**src/rtl/axi_uart_fifo.sv**
```systemverilog
// AXI-lite UART with TX/RX byte FIFOs, runtime baud divisor, sticky error flags
// and a maskable level interrupt. Serial framing is 8N1, LSB first.

module axi_uart_fifo_buf #(
  parameter int DEPTH = 16,
  parameter int AW    = 4
) (
  input  logic       clk,
  input  logic       resetn,
  input  logic       push,
  input  logic [7:0] din,
  input  logic       pop,
  output logic [7:0] dout,
  output logic       empty,
  output logic       full
);
  logic [7:0]    mem [DEPTH];
  logic [AW-1:0] wr_ptr_q, wr_ptr_d, rd_ptr_q, rd_ptr_d;
  logic [AW:0]   count_q, count_d;
  logic          push_ok, pop_ok;

  assign empty   = (count_q == (AW+1)'(0));
  assign full    = (count_q == (AW+1)'(DEPTH));
  // A full FIFO still takes a push when the head leaves in the same cycle.
  assign push_ok = push & (~full | pop);
  assign pop_ok  = pop & ~empty;
  assign dout    = mem[rd_ptr_q];

  // Pointer and occupancy next-state.
  always_comb begin
    if (push_ok) wr_ptr_d = wr_ptr_q + AW'(1);
    else         wr_ptr_d = wr_ptr_q;
    if (pop_ok)  rd_ptr_d = rd_ptr_q + AW'(1);
    else         rd_ptr_d = rd_ptr_q;
    count_d = count_q + (AW+1)'(push_ok) - (AW+1)'(pop_ok);
  end

  // Pointer and occupancy registers.
  always_ff @(posedge clk) begin
    if (!resetn) begin
      wr_ptr_q <= AW'(0);
      rd_ptr_q <= AW'(0);
      count_q  <= (AW+1)'(0);
    end else begin
      wr_ptr_q <= wr_ptr_d;
      rd_ptr_q <= rd_ptr_d;
      count_q  <= count_d;
    end
  end

  // Storage array.
  always_ff @(posedge clk) begin
    if (push_ok) mem[wr_ptr_q] <= din;
  end
endmodule

module axi_uart_fifo #(
  parameter int ADDR_WIDTH   = 4,
  parameter int FIFO_DEPTH   = 16,
  parameter int BAUD_DIV_RST = 868,
  parameter int DIV_WIDTH    = 16
) (
  input  logic                  clk,
  input  logic                  resetn,
  input  logic [ADDR_WIDTH-1:0] s_axi_awaddr,
  input  logic                  s_axi_awvalid,
  output logic                  s_axi_awready,
  input  logic [31:0]           s_axi_wdata,
  input  logic [3:0]            s_axi_wstrb,
  input  logic                  s_axi_wvalid,
  output logic                  s_axi_wready,
  output logic [1:0]            s_axi_bresp,
  output logic                  s_axi_bvalid,
  input  logic                  s_axi_bready,
  input  logic [ADDR_WIDTH-1:0] s_axi_araddr,
  input  logic                  s_axi_arvalid,
  output logic                  s_axi_arready,
  output logic [31:0]           s_axi_rdata,
  output logic [1:0]            s_axi_rresp,
  output logic                  s_axi_rvalid,
  input  logic                  s_axi_rready,
  output logic                  tx,
  input  logic                  rx,
  output logic                  interrupt
);
  localparam int AW = $clog2(FIFO_DEPTH);
  localparam logic [DIV_WIDTH-1:0] DIV_ZERO = {DIV_WIDTH{1'b0}};
  localparam logic [DIV_WIDTH-1:0] DIV_ONE  = DIV_WIDTH'(1);

  typedef enum logic [1:0] {S_IDLE = 2'd0, S_START = 2'd1, S_DATA = 2'd2, S_STOP = 2'd3} state_t;

  logic                 awready_q, awready_d, bvalid_q, bvalid_d;
  logic                 arready_q, arready_d, rvalid_q, rvalid_d;
  logic [31:0]          rdata_q, rdata_d, status_rd, ctrl_rd;
  logic                 wr_en, rd_en;
  logic [1:0]           wr_sel, rd_sel;
  logic [DIV_WIDTH-1:0] baud_div_q, baud_div_d, div_act_q, div_act_d;
  logic [DIV_WIDTH-1:0] div_sel, div_eff, half_m1;
  logic [DIV_WIDTH:0]   div_p1;
  logic [2:0]           ie_q, ie_d;
  logic                 overrun_q, overrun_d, frame_err_q, frame_err_d, irq_q, irq_d;
  logic                 ovr_set, ferr_set, both_idle, tx_busy;

  state_t               tx_state_q, tx_state_d;
  logic [DIV_WIDTH-1:0] tx_cnt_q, tx_cnt_d;
  logic [2:0]           tx_bit_q, tx_bit_d;
  logic [7:0]           tx_shift_q, tx_shift_d, tx_dout;
  logic                 tx_q, tx_d, tx_push, tx_pop, tx_empty, tx_full;

  state_t               rx_state_q, rx_state_d;
  logic [DIV_WIDTH-1:0] rx_cnt_q, rx_cnt_d;
  logic [2:0]           rx_bit_q, rx_bit_d;
  logic [7:0]           rx_shift_q, rx_shift_d, rx_dout;
  logic                 rx_meta_q, rx_sync_q, rx_prev_q;
  logic                 rx_push, rx_pop, rx_empty, rx_full;
  logic                 unused_ok;

  assign unused_ok = ^{s_axi_wdata, s_axi_wstrb, s_axi_awaddr, s_axi_araddr};

  assign s_axi_awready = awready_q;
  assign s_axi_wready  = awready_q;
  assign s_axi_bvalid  = bvalid_q;
  assign s_axi_bresp   = 2'b00;
  assign s_axi_arready = arready_q;
  assign s_axi_rvalid  = rvalid_q;
  assign s_axi_rdata   = rdata_q;
  assign s_axi_rresp   = 2'b00;
  assign tx            = tx_q;
  assign interrupt     = irq_q;

  assign wr_en   = awready_q & s_axi_awvalid & s_axi_wvalid;
  assign rd_en   = arready_q & s_axi_arvalid;
  assign wr_sel  = s_axi_awaddr[3:2];
  assign rd_sel  = s_axi_araddr[3:2];
  assign tx_push = wr_en & (wr_sel == 2'd0) & s_axi_wstrb[0];
  assign rx_pop  = rd_en & (rd_sel == 2'd1) & ~rx_empty;
  assign tx_busy = (tx_state_q != S_IDLE);

  // The divisor in use only follows the programmed one while both directions are idle.
  assign both_idle = (tx_state_q == S_IDLE) && (rx_state_q == S_IDLE);
  assign div_sel   = both_idle ? baud_div_q : div_act_q;
  assign div_eff   = (div_sel == DIV_ZERO) ? DIV_ONE : div_sel;
  assign div_p1    = {1'b0, div_eff} + (DIV_WIDTH+1)'(1);
  assign half_m1   = DIV_WIDTH'((div_p1 >> 1) - (DIV_WIDTH+1)'(1));

  assign status_rd = {25'd0, tx_busy, frame_err_q, overrun_q, tx_full, tx_empty, rx_full, ~rx_empty};

  // Read-back image of the control register.
  always_comb begin
    ctrl_rd = 32'd0;
    ctrl_rd[DIV_WIDTH-1:0] = baud_div_q;
    ctrl_rd[DIV_WIDTH +: 3] = ie_q;
  end

  axi_uart_fifo_buf #(.DEPTH(FIFO_DEPTH), .AW(AW)) u_tx_fifo (
    .clk(clk), .resetn(resetn), .push(tx_push), .din(s_axi_wdata[7:0]),
    .pop(tx_pop), .dout(tx_dout), .empty(tx_empty), .full(tx_full)
  );

  axi_uart_fifo_buf #(.DEPTH(FIFO_DEPTH), .AW(AW)) u_rx_fifo (
    .clk(clk), .resetn(resetn), .push(rx_push), .din(rx_shift_d),
    .pop(rx_pop), .dout(rx_dout), .empty(rx_empty), .full(rx_full)
  );

  // AXI handshakes, register writes, read data and interrupt next-state.
  always_comb begin
    awready_d   = s_axi_awvalid & s_axi_wvalid & ~bvalid_q & ~awready_q;
    arready_d   = s_axi_arvalid & ~rvalid_q & ~arready_q;
    baud_div_d  = baud_div_q;
    ie_d        = ie_q;
    overrun_d   = overrun_q;
    frame_err_d = frame_err_q;
    rdata_d     = rdata_q;
    div_act_d   = div_sel;
    if (wr_en) bvalid_d = 1'b1;
    else if (s_axi_bready) bvalid_d = 1'b0;
    else bvalid_d = bvalid_q;
    if (wr_en && (wr_sel == 2'd3)) begin
      for (int i = 0; i < DIV_WIDTH; i++) begin
        if (i < 8) baud_div_d[i] = s_axi_wstrb[0] ? s_axi_wdata[i] : baud_div_q[i];
        else if (i < 16) baud_div_d[i] = s_axi_wstrb[1] ? s_axi_wdata[i] : baud_div_q[i];
        else baud_div_d[i] = s_axi_wdata[i];
      end
      ie_d = s_axi_wdata[DIV_WIDTH +: 3];
    end else begin
      baud_div_d = baud_div_q;
    end
    // A new error in the same cycle as its clear keeps the flag set.
    if (ovr_set) overrun_d = 1'b1;
    else if (wr_en && (wr_sel == 2'd2) && s_axi_wstrb[0] && s_axi_wdata[4]) overrun_d = 1'b0;
    else overrun_d = overrun_q;
    if (ferr_set) frame_err_d = 1'b1;
    else if (wr_en && (wr_sel == 2'd2) && s_axi_wstrb[0] && s_axi_wdata[5]) frame_err_d = 1'b0;
    else frame_err_d = frame_err_q;
    if (rd_en) begin
      rvalid_d = 1'b1;
      case (rd_sel)
        2'd1:    rdata_d = rx_empty ? 32'h0000_0100 : {24'd0, rx_dout};
        2'd2:    rdata_d = status_rd;
        2'd3:    rdata_d = ctrl_rd;
        default: rdata_d = 32'd0;
      endcase
    end else if (s_axi_rready) begin
      rvalid_d = 1'b0;
    end else begin
      rvalid_d = rvalid_q;
    end
    irq_d = (ie_q[0] & ~rx_empty) | (ie_q[1] & tx_empty & ~tx_busy) |
            (ie_q[2] & (overrun_q | frame_err_q));
  end

  // Transmit sequencer; a byte waiting at the end of a stop bit starts the next frame at once.
  always_comb begin
    tx_state_d = tx_state_q;
    tx_cnt_d   = tx_cnt_q;
    tx_bit_d   = tx_bit_q;
    tx_shift_d = tx_shift_q;
    tx_pop     = 1'b0;
    case (tx_state_q)
      S_IDLE: begin
        if (!tx_empty) begin
          tx_pop = 1'b1; tx_shift_d = tx_dout; tx_cnt_d = div_eff; tx_state_d = S_START;
        end else begin
          tx_state_d = S_IDLE;
        end
      end
      S_START: begin
        if (tx_cnt_q == DIV_ZERO) begin
          tx_state_d = S_DATA; tx_cnt_d = div_eff; tx_bit_d = 3'd0;
        end else begin
          tx_cnt_d = tx_cnt_q - DIV_ONE;
        end
      end
      S_DATA: begin
        if (tx_cnt_q == DIV_ZERO) begin
          tx_cnt_d   = div_eff;
          tx_shift_d = {1'b0, tx_shift_q[7:1]};
          if (tx_bit_q == 3'd7) tx_state_d = S_STOP;
          else tx_bit_d = tx_bit_q + 3'd1;
        end else begin
          tx_cnt_d = tx_cnt_q - DIV_ONE;
        end
      end
      S_STOP: begin
        if (tx_cnt_q != DIV_ZERO) begin
          tx_cnt_d = tx_cnt_q - DIV_ONE;
        end else if (!tx_empty) begin
          tx_pop = 1'b1; tx_shift_d = tx_dout; tx_cnt_d = div_eff; tx_state_d = S_START;
        end else begin
          tx_state_d = S_IDLE;
        end
      end
      default: tx_state_d = S_IDLE;
    endcase
    case (tx_state_d)
      S_START: tx_d = 1'b0;
      S_DATA:  tx_d = tx_shift_d[0];
      default: tx_d = 1'b1;
    endcase
  end

  // Receive sequencer: half-bit start qualification, then mid-bit sampling.
  always_comb begin
    rx_state_d = rx_state_q;
    rx_cnt_d   = rx_cnt_q;
    rx_bit_d   = rx_bit_q;
    rx_shift_d = rx_shift_q;
    rx_push    = 1'b0;
    ovr_set    = 1'b0;
    ferr_set   = 1'b0;
    case (rx_state_q)
      S_IDLE: begin
        if (rx_prev_q && !rx_sync_q) begin
          rx_state_d = S_START; rx_cnt_d = half_m1;
        end else begin
          rx_state_d = S_IDLE;
        end
      end
      S_START: begin
        if (rx_cnt_q != DIV_ZERO) rx_cnt_d = rx_cnt_q - DIV_ONE;
        else if (rx_sync_q) rx_state_d = S_IDLE;
        else begin
          rx_state_d = S_DATA; rx_cnt_d = div_eff; rx_bit_d = 3'd0;
        end
      end
      S_DATA: begin
        if (rx_cnt_q == DIV_ZERO) begin
          rx_shift_d = {rx_sync_q, rx_shift_q[7:1]};
          rx_cnt_d   = div_eff;
          if (rx_bit_q == 3'd7) rx_state_d = S_STOP;
          else rx_bit_d = rx_bit_q + 3'd1;
        end else begin
          rx_cnt_d = rx_cnt_q - DIV_ONE;
        end
      end
      S_STOP: begin
        if (rx_cnt_q != DIV_ZERO) begin
          rx_cnt_d = rx_cnt_q - DIV_ONE;
        end else begin
          rx_state_d = S_IDLE;
          if (!rx_sync_q) ferr_set = 1'b1;
          else if (rx_full && !rx_pop) ovr_set = 1'b1;
          else rx_push = 1'b1;
        end
      end
      default: rx_state_d = S_IDLE;
    endcase
  end

  // All state registers.
  always_ff @(posedge clk) begin
    if (!resetn) begin
      awready_q   <= 1'b0;  bvalid_q <= 1'b0;
      arready_q   <= 1'b0;  rvalid_q <= 1'b0;
      rdata_q     <= 32'd0;
      baud_div_q  <= DIV_WIDTH'(BAUD_DIV_RST);
      div_act_q   <= DIV_WIDTH'(BAUD_DIV_RST);
      ie_q        <= 3'd0;
      overrun_q   <= 1'b0;  frame_err_q <= 1'b0;  irq_q <= 1'b0;
      tx_state_q  <= S_IDLE; tx_cnt_q <= DIV_ZERO; tx_bit_q <= 3'd0;
      tx_shift_q  <= 8'd0;  tx_q <= 1'b1;
      rx_state_q  <= S_IDLE; rx_cnt_q <= DIV_ZERO; rx_bit_q <= 3'd0;
      rx_shift_q  <= 8'd0;
      rx_meta_q   <= 1'b1;  rx_sync_q <= 1'b1;  rx_prev_q <= 1'b1;
    end else begin
      awready_q   <= awready_d;  bvalid_q <= bvalid_d;
      arready_q   <= arready_d;  rvalid_q <= rvalid_d;
      rdata_q     <= rdata_d;
      baud_div_q  <= baud_div_d;
      div_act_q   <= div_act_d;
      ie_q        <= ie_d;
      overrun_q   <= overrun_d;  frame_err_q <= frame_err_d;  irq_q <= irq_d;
      tx_state_q  <= tx_state_d; tx_cnt_q <= tx_cnt_d; tx_bit_q <= tx_bit_d;
      tx_shift_q  <= tx_shift_d; tx_q <= tx_d;
      rx_state_q  <= rx_state_d; rx_cnt_q <= rx_cnt_d; rx_bit_q <= rx_bit_d;
      rx_shift_q  <= rx_shift_d;
      rx_meta_q   <= rx;  rx_sync_q <= rx_meta_q;  rx_prev_q <= rx_sync_q;
    end
  end
endmodule
```
**config.mk**
```make
export PLATFORM = sky130hd
export DESIGN_NAME = axi_uart_fifo
export DESIGN_NICKNAME = d
export VERILOG_FILES = /design/src/rtl/axi_uart_fifo.sv
export SDC_FILE = /design/constraint.sdc
export NUM_CORES = 1
export LEC_CHECK = 0
export CORE_MARGIN = 2
export CORE_UTILIZATION = 29
export DETAILED_ROUTE_END_ITERATION = 8
export SYNTH_ARGS = -nofsm -noshare
export SYNTH_HDL_FRONTEND = slang
export SYNTH_SLANG_ARGS = --single-unit
```
**constraint.sdc**
```tcl
create_clock -name clk -period 6.71 [get_ports clk]
set_input_delay 0.671 -clock clk [delete_from_list [all_inputs] [get_ports clk]]
set_output_delay 0.671 -clock clk [all_outputs]
set_load 0.02 [all_outputs]
```
### Yosys cells after proc, flatten, opt, wreduce, memory -nomap -nowiden

Memories as Yosys holds them, arrays and structs flattened. A register that Yosys moved wholly into a read port is not among the register bits.
Index checks and enable logic that the tools add are counted.

| cells by class | value |
|---|---|
| $add $sub $neg | 14 |
| equal/unequal tests | 30 |
| multiplexer cells | 73 |
| bitwise operators | 34 |
| reductions and logical operators | 36 |

Operator list:

| kind | number |
|---|---|
| two-way mux 16 bit | 10 |
| case mux 16 bit (4 select lines) | 1 |
| case mux 19 bit (3 select lines) | 1 |
| logical NOT 16 bit | 3 |
| case mux 16 bit (3 select lines) | 1 |
| subtractor 16 x 1 -> 16 bit, second input constant | 3 |
| two-way mux 8 bit | 5 |
| nonzero test 16 bit | 2 |
| two-way mux 1 bit | 27 |
| case mux 8 bit (3 select lines) | 1 |
| != test 2 bit, second input constant | 11 |
| two-way mux 3 bit | 7 |
| AND 1 bit | 20 |
| == test 2 bit, second input constant | 9 |
| two-way mux 2 bit | 9 |
| adder 16 x 1 -> 17 bit, second input constant | 1 |
| adder 4 x 1 -> 4 bit, second input constant | 4 |
| two-way mux 4 bit | 4 |
| case mux 2 bit (4 select lines) | 2 |
| nonzero test 2 bit | 7 |
| case mux 3 bit (2 select lines) | 2 |
| adder 5 x 1 -> 5 bit | 2 |
| == test 5 bit, second input constant | 2 |
| logical NOT 5 bit | 2 |
| other kinds (19) | 51 |

| storage, ports and cells | value |
|---|---|
| flip-flop bits (word level) | 162 |
| memory bits (writable) | 256 |
| bits of input ports | 52 |
| output and inout bits | 43 |
| logic and storage cells | 220 |
| memories kept | 2 |

Memory list:

| name | words | bits a word | read ports | clocked after Yosys merged registers in | write ports | line | RTL |
|---|---|---|---|---|---|---|---|
| u_rx_fifo.mem | 16 | 8 | 1 | 1 | 1 | 17 | `logic [7:0] mem [DEPTH];` |
| u_tx_fifo.mem | 16 | 8 | 1 | 1 | 1 | 17 |  |

### Depth between registers and ports, before layout

| depth | value |
|---|---|
| depth in word-level cells | 12 |
| depth in mapped cells | 16 |
| mapped depth without buffers | 15 |

### Hierarchy

Synthesis repeated with hierarchy kept, for this count alone.

| unflattened totals | value |
|---|---|
| cell total of the unflattened synthesis | 1541 |
| area, all modules | 19068.3 µm² |

Modules (own cells, without submodules):

| module | instances | cells an instance | area each (µm²) | sequential area each (µm²) |
|---|---|---|---|---|
| axi_uart_fifo | 1 | 922 | 7345.8 | 2462.4 |
| axi_uart_fifo_buf (u_tx_fifo) | 1 | 312 | 5869.4 | 4184.0 |
| axi_uart_fifo_buf (u_rx_fifo) | 1 | 307 | 5853.1 | 4184.0 |

### Worst setup path before layout

Ideal clock, no wire load.

| timing path | value |
|---|---|
| path type | register to register |
| start point | register tx_state_q[0] |
| end point | register rx_cnt_q[10] |
| setup time | 134 ps |
| arrival time | 3172 ps |
| required time | 6576 ps |
| slack | 3405 ps |
| cell stages (with the launch flop) | 16 |
| buffers on the path | 3 |
| cell sequence | dfxtp_1 inv_1 ha_1 or3b_1 clkbuf_1 buf_2 nand3_1 a21boi_0 a31oi_1 ha_1 buf_1 and3_1 and3_1 a22oi_1 xnor2_1 o22ai_1 |

| on the way | value |
|---|---|
| cells in the longest elaborated chain, start to end | 9 |

RTL lines:

| item | line | RTL |
|---|---|---|
| from (decl) | 104 | `state_t tx_state_q, tx_state_d;` |
| from (signal assigned) | 333 | `tx_state_q <= tx_state_d; tx_cnt_q <= tx_cnt_d; tx_bit_q <= tx_bit_d;` |
| logical NOT 2 bit * | 140 | `assign both_idle = (tx_state_q == S_IDLE) && (rx_state_q == S_IDLE);` |
| logical AND 1 bit * | 140 |  |
| two-way mux 16 bit * | 141 | `assign div_sel = both_idle ? baud_div_q : div_act_q;` |
| logical NOT 16 bit | 142 | `assign div_eff = (div_sel == DIV_ZERO) ? DIV_ONE : div_sel;` |
| two-way mux 16 bit * | 142 |  |
| adder 16 x 1 -> 17 bit | 143 | `assign div_p1 = {1'b0, div_eff} + (DIV_WIDTH+1)'(1);` |
| subtractor 16 x 1 -> 16 bit | 144 | `assign half_m1 = DIV_WIDTH'((div_p1 >> 1) - (DIV_WIDTH+1)'(1));` |
| two-way mux 16 bit | 273 | `if (rx_prev_q && !rx_sync_q) begin` |
| case mux 16 bit (4 select lines) * | 271 | `case (rx_state_q)` |
| to (signal assigned) | 335 | `rx_state_q <= rx_state_d; rx_cnt_q <= rx_cnt_d; rx_bit_q <= rx_bit_d;` |
| to (decl) | 111 | `logic [DIV_WIDTH-1:0] rx_cnt_q, rx_cnt_d;` |

Every way passes the cells marked *; elsewhere a longest branch is shown, timed or not. The select of a mux whose other input is x is not followed.
A chain may end at the register's enable or synchronous reset.

### Worst setup path after layout

Same ends and word-level chain as after synthesis.

==> qor.csv <==
metric;value;unit
Clock Latency Late Sink;0.59;ns
All-Layer GR Usage;0.140;
register area;10800;um2
Seq/Total Area, Yosys;0.578;
first drt pass iteration count;5;
Synth Flop Type;edfxtp_1;
die area;66600;um2
DRT iter0 DRCs;1046;
worst vdd ir;206;uV
most frequent cells in the layout;edfxtp_1 (256), dfxtp_1 (155), nor2_1 (141), nand2_1 (108), mux4_2 (79);
status;finished, final reports clean;
# rows;93;
CP max stage cell;mux2i_1;
kind of critical path;reg2reg;
Clock Tree Buf Depth;3;
setup bufs post-CTS;0;
endpoints failing setup;0;
power density over the cells;323;nW/um2
area of the multi-input gates;7320;um2
number of buffers created by CTS;44;
ratio of cells with drive above 1 in the final layout;0.140;
clk sinks;413;
Seq cells post-synth;413;
I/O Buffers;58;
crit path DAT;5.06;ns
vias in the first global route;12500;
Synth Warn #;0;
crit path max fanout;13;
Initial Util;0.292;
xor/xnor share of the synthesized area;0.0229;
Setup crit start kind;flip-flop;
post-synthesis cell area;18700;um2
Crit path largest cell delay;0.91;ns
Hold-fix buffers, CTS;0;
Hold Path Class;reg2reg;
clock skew;0.0308;ns
via count;12400;
FMAX;216;MHz
final WL;46700;um
post-CTS sizing;0;
RD Place Congestion;0.851;
# diodes;0;
largest family of logic cells by synthesized area;simple AND/OR/NAND/NOR gates;
ys async rst share;0;
Synth Area in Simple Gates;0.122;
syn avg cell area;12.4;um2
final period utilization;0.691;
relative slew slack;0.302;
Worst-path clk slew;0.07;ns
Area growth, synth to finish;15.7;%
TNS Setup;0;ns
Final Critical Period;4.64;ns
DR WL/cell;19.2;um
number of synthesized flops with an enable pin;256;
total core area;64100;um2
critical path capture point type;flip-flop;
cell count after synthesis;1506;
Slew @ Worst Pin;1.05;ns
mux contribution to synthesized area;0.120;
Slew Viols, Final;0;
design area;21700;um2
Final HPWL DP;30900;um
CTS tree;done;
final hold vios;0;
Synth Area in Compound Gates;0.0955;
pin count of the biggest net entering global routing;69;
# IOs;95;
dpl cell area;20100;um2
number of max-cap violations;0;
grt total ovfl;0;
Finished Core Util;0.338;
first-pass GRT wire length;73100;um
CTS Root Buffer Type;clkbuf_16;
critical-path cell list;inv_1, ha_1, nor3b_2, mux2i_1, a21boi_0, a31oi_1, ha_1, and3_1, and3_1, a22oi_1, xnor2_1, o22ai_1;
commonest non-fill, non-tap cell in the layout;edfxtp_1;
final net count;1628;
CP Data Required Time;7.13;ns
fill count;6213;
r2r setup slk;2.07;ns
DRC;0;
H-Tree Level Count;2;
Synth Area in Adders;0.0255;
Hold WS;0.415;ns
RSZ-0062 raised after global routing;no;
Synth cell types;90;
Die X;258;um
die height;258;um
Leakage;7.19;nW
vias per cell;5.09;
initial antenna violation count;2;
Routed Antenna Nets;0;
[per-layer routing]
| layer | track usage | vias to the layer above | share of wire |
|---|---|---|---|
| met1 | 0.185 | 6264 | 0.44 |
| li1 | - | 5686 | - |
| met3 | 0.0282 | 63 | 0.061 |
| met4 | 0.0376 | 4 | 0.019 |
| met2 | 0.235 | 360 | 0.48 |
| met5 | 0 | - | 0.00041 |
[state kept, by name (all words and copies together) (netlist names), 8 cells and up, named ones only]
| signal | flops |
|---|---|
| baud_div_q | 16 |
| div_act_q | 16 |
| rx_cnt_q | 16 |
| rx_shift_q | 8 |
| s_axi_rdata | 19 |
| tx_cnt_q | 16 |
| tx_shift_q | 8 |
| u_rx_fifo.mem | 128 |
| u_tx_fifo.mem | 128 |
[per-stage QoR]
step	setup WS (ns)	total power, mW	std cells
2_1_floorplan	3.40	4.06	1522
3_3_place_gp	2.40	4.37	2349
3_5_place_dp	2.27	4.41	2349
4_1_cts	2.26	7.04	2430
5_1_grt	1.71	7.32	2430
6_report	2.07	6.99	2430
[critical path, delay by kind of cell, from the launching register on]
family / cells / cell delay [ns]
AO/OA/AOI/OAI: 4 / 1.24
AND/OR/NAND/NOR: 3 / 0.97
multiplexers: 1 / 0.91
adder cells (fa/ha/maj): 2 / 0.71
flip-flops: 1 / 0.35
buffers and inverters: 1 / 0.15
XOR/XNOR: 1 / 0.15
[layout make-up]
cell class / instances / area share
clock inverter: 27 / 0.0181
tap: 855 / 0.0494
clock buffer: 54 / 0.0535
inverter: 42 / 0.00733
sequential: 413 / 0.500
timing repair buffer: 79 / 0.0338
multi-input combinational: 960 / 0.338
[power breakdown]
part / switching, mW / leakage, nW / internal [mW] / total, mW
Sequential: 0.139 / 3.58 / 2.78 / 2.92
Clock: 1.06 / 0.741 / 1.55 / 2.61
Combinational: 0.849 / 2.87 / 0.607 / 1.46
[cell families (layout without fill, tap and decap cells)]
family          Yosys count  count (layout)
compound gates          268             268
mux                     124             124
other cells               1              17
xor+xnor                 49              49
flops                   413             413
fa+ha+maj                37              37
simple gates            465             465
buf+inv                 149             202
[cells in the mapped netlist, drive strengths merged, types with 16 or more instances]
cell    instances  area, um2
edfxtp        256       7690
dfxtp         157       3140
nor2          143        539
nand2         108        405
mux4           79       1780
a21oi          70        350
clkbuf         64        240
o21ai          59        295
nand3          50        250
buf            43        264
inv            42        158
and2           35        219
ha             34        425
nor3           34        175
mux2i          30        304
xnor2          25        219
xor2           24        210
and3           16        100
[worst paths after layout]
path | cells past startpoint | startpoint | end
max | 12 | tx_state_q[0] | rx_cnt_q[10]
min | 1 | rx_meta_q | rx_sync_q
max reg2reg | 12 | tx_state_q[0] | rx_cnt_q[10]
min reg2reg | 1 | rx_meta_q | rx_sync_q
Power figures use the tool's default switching activity.
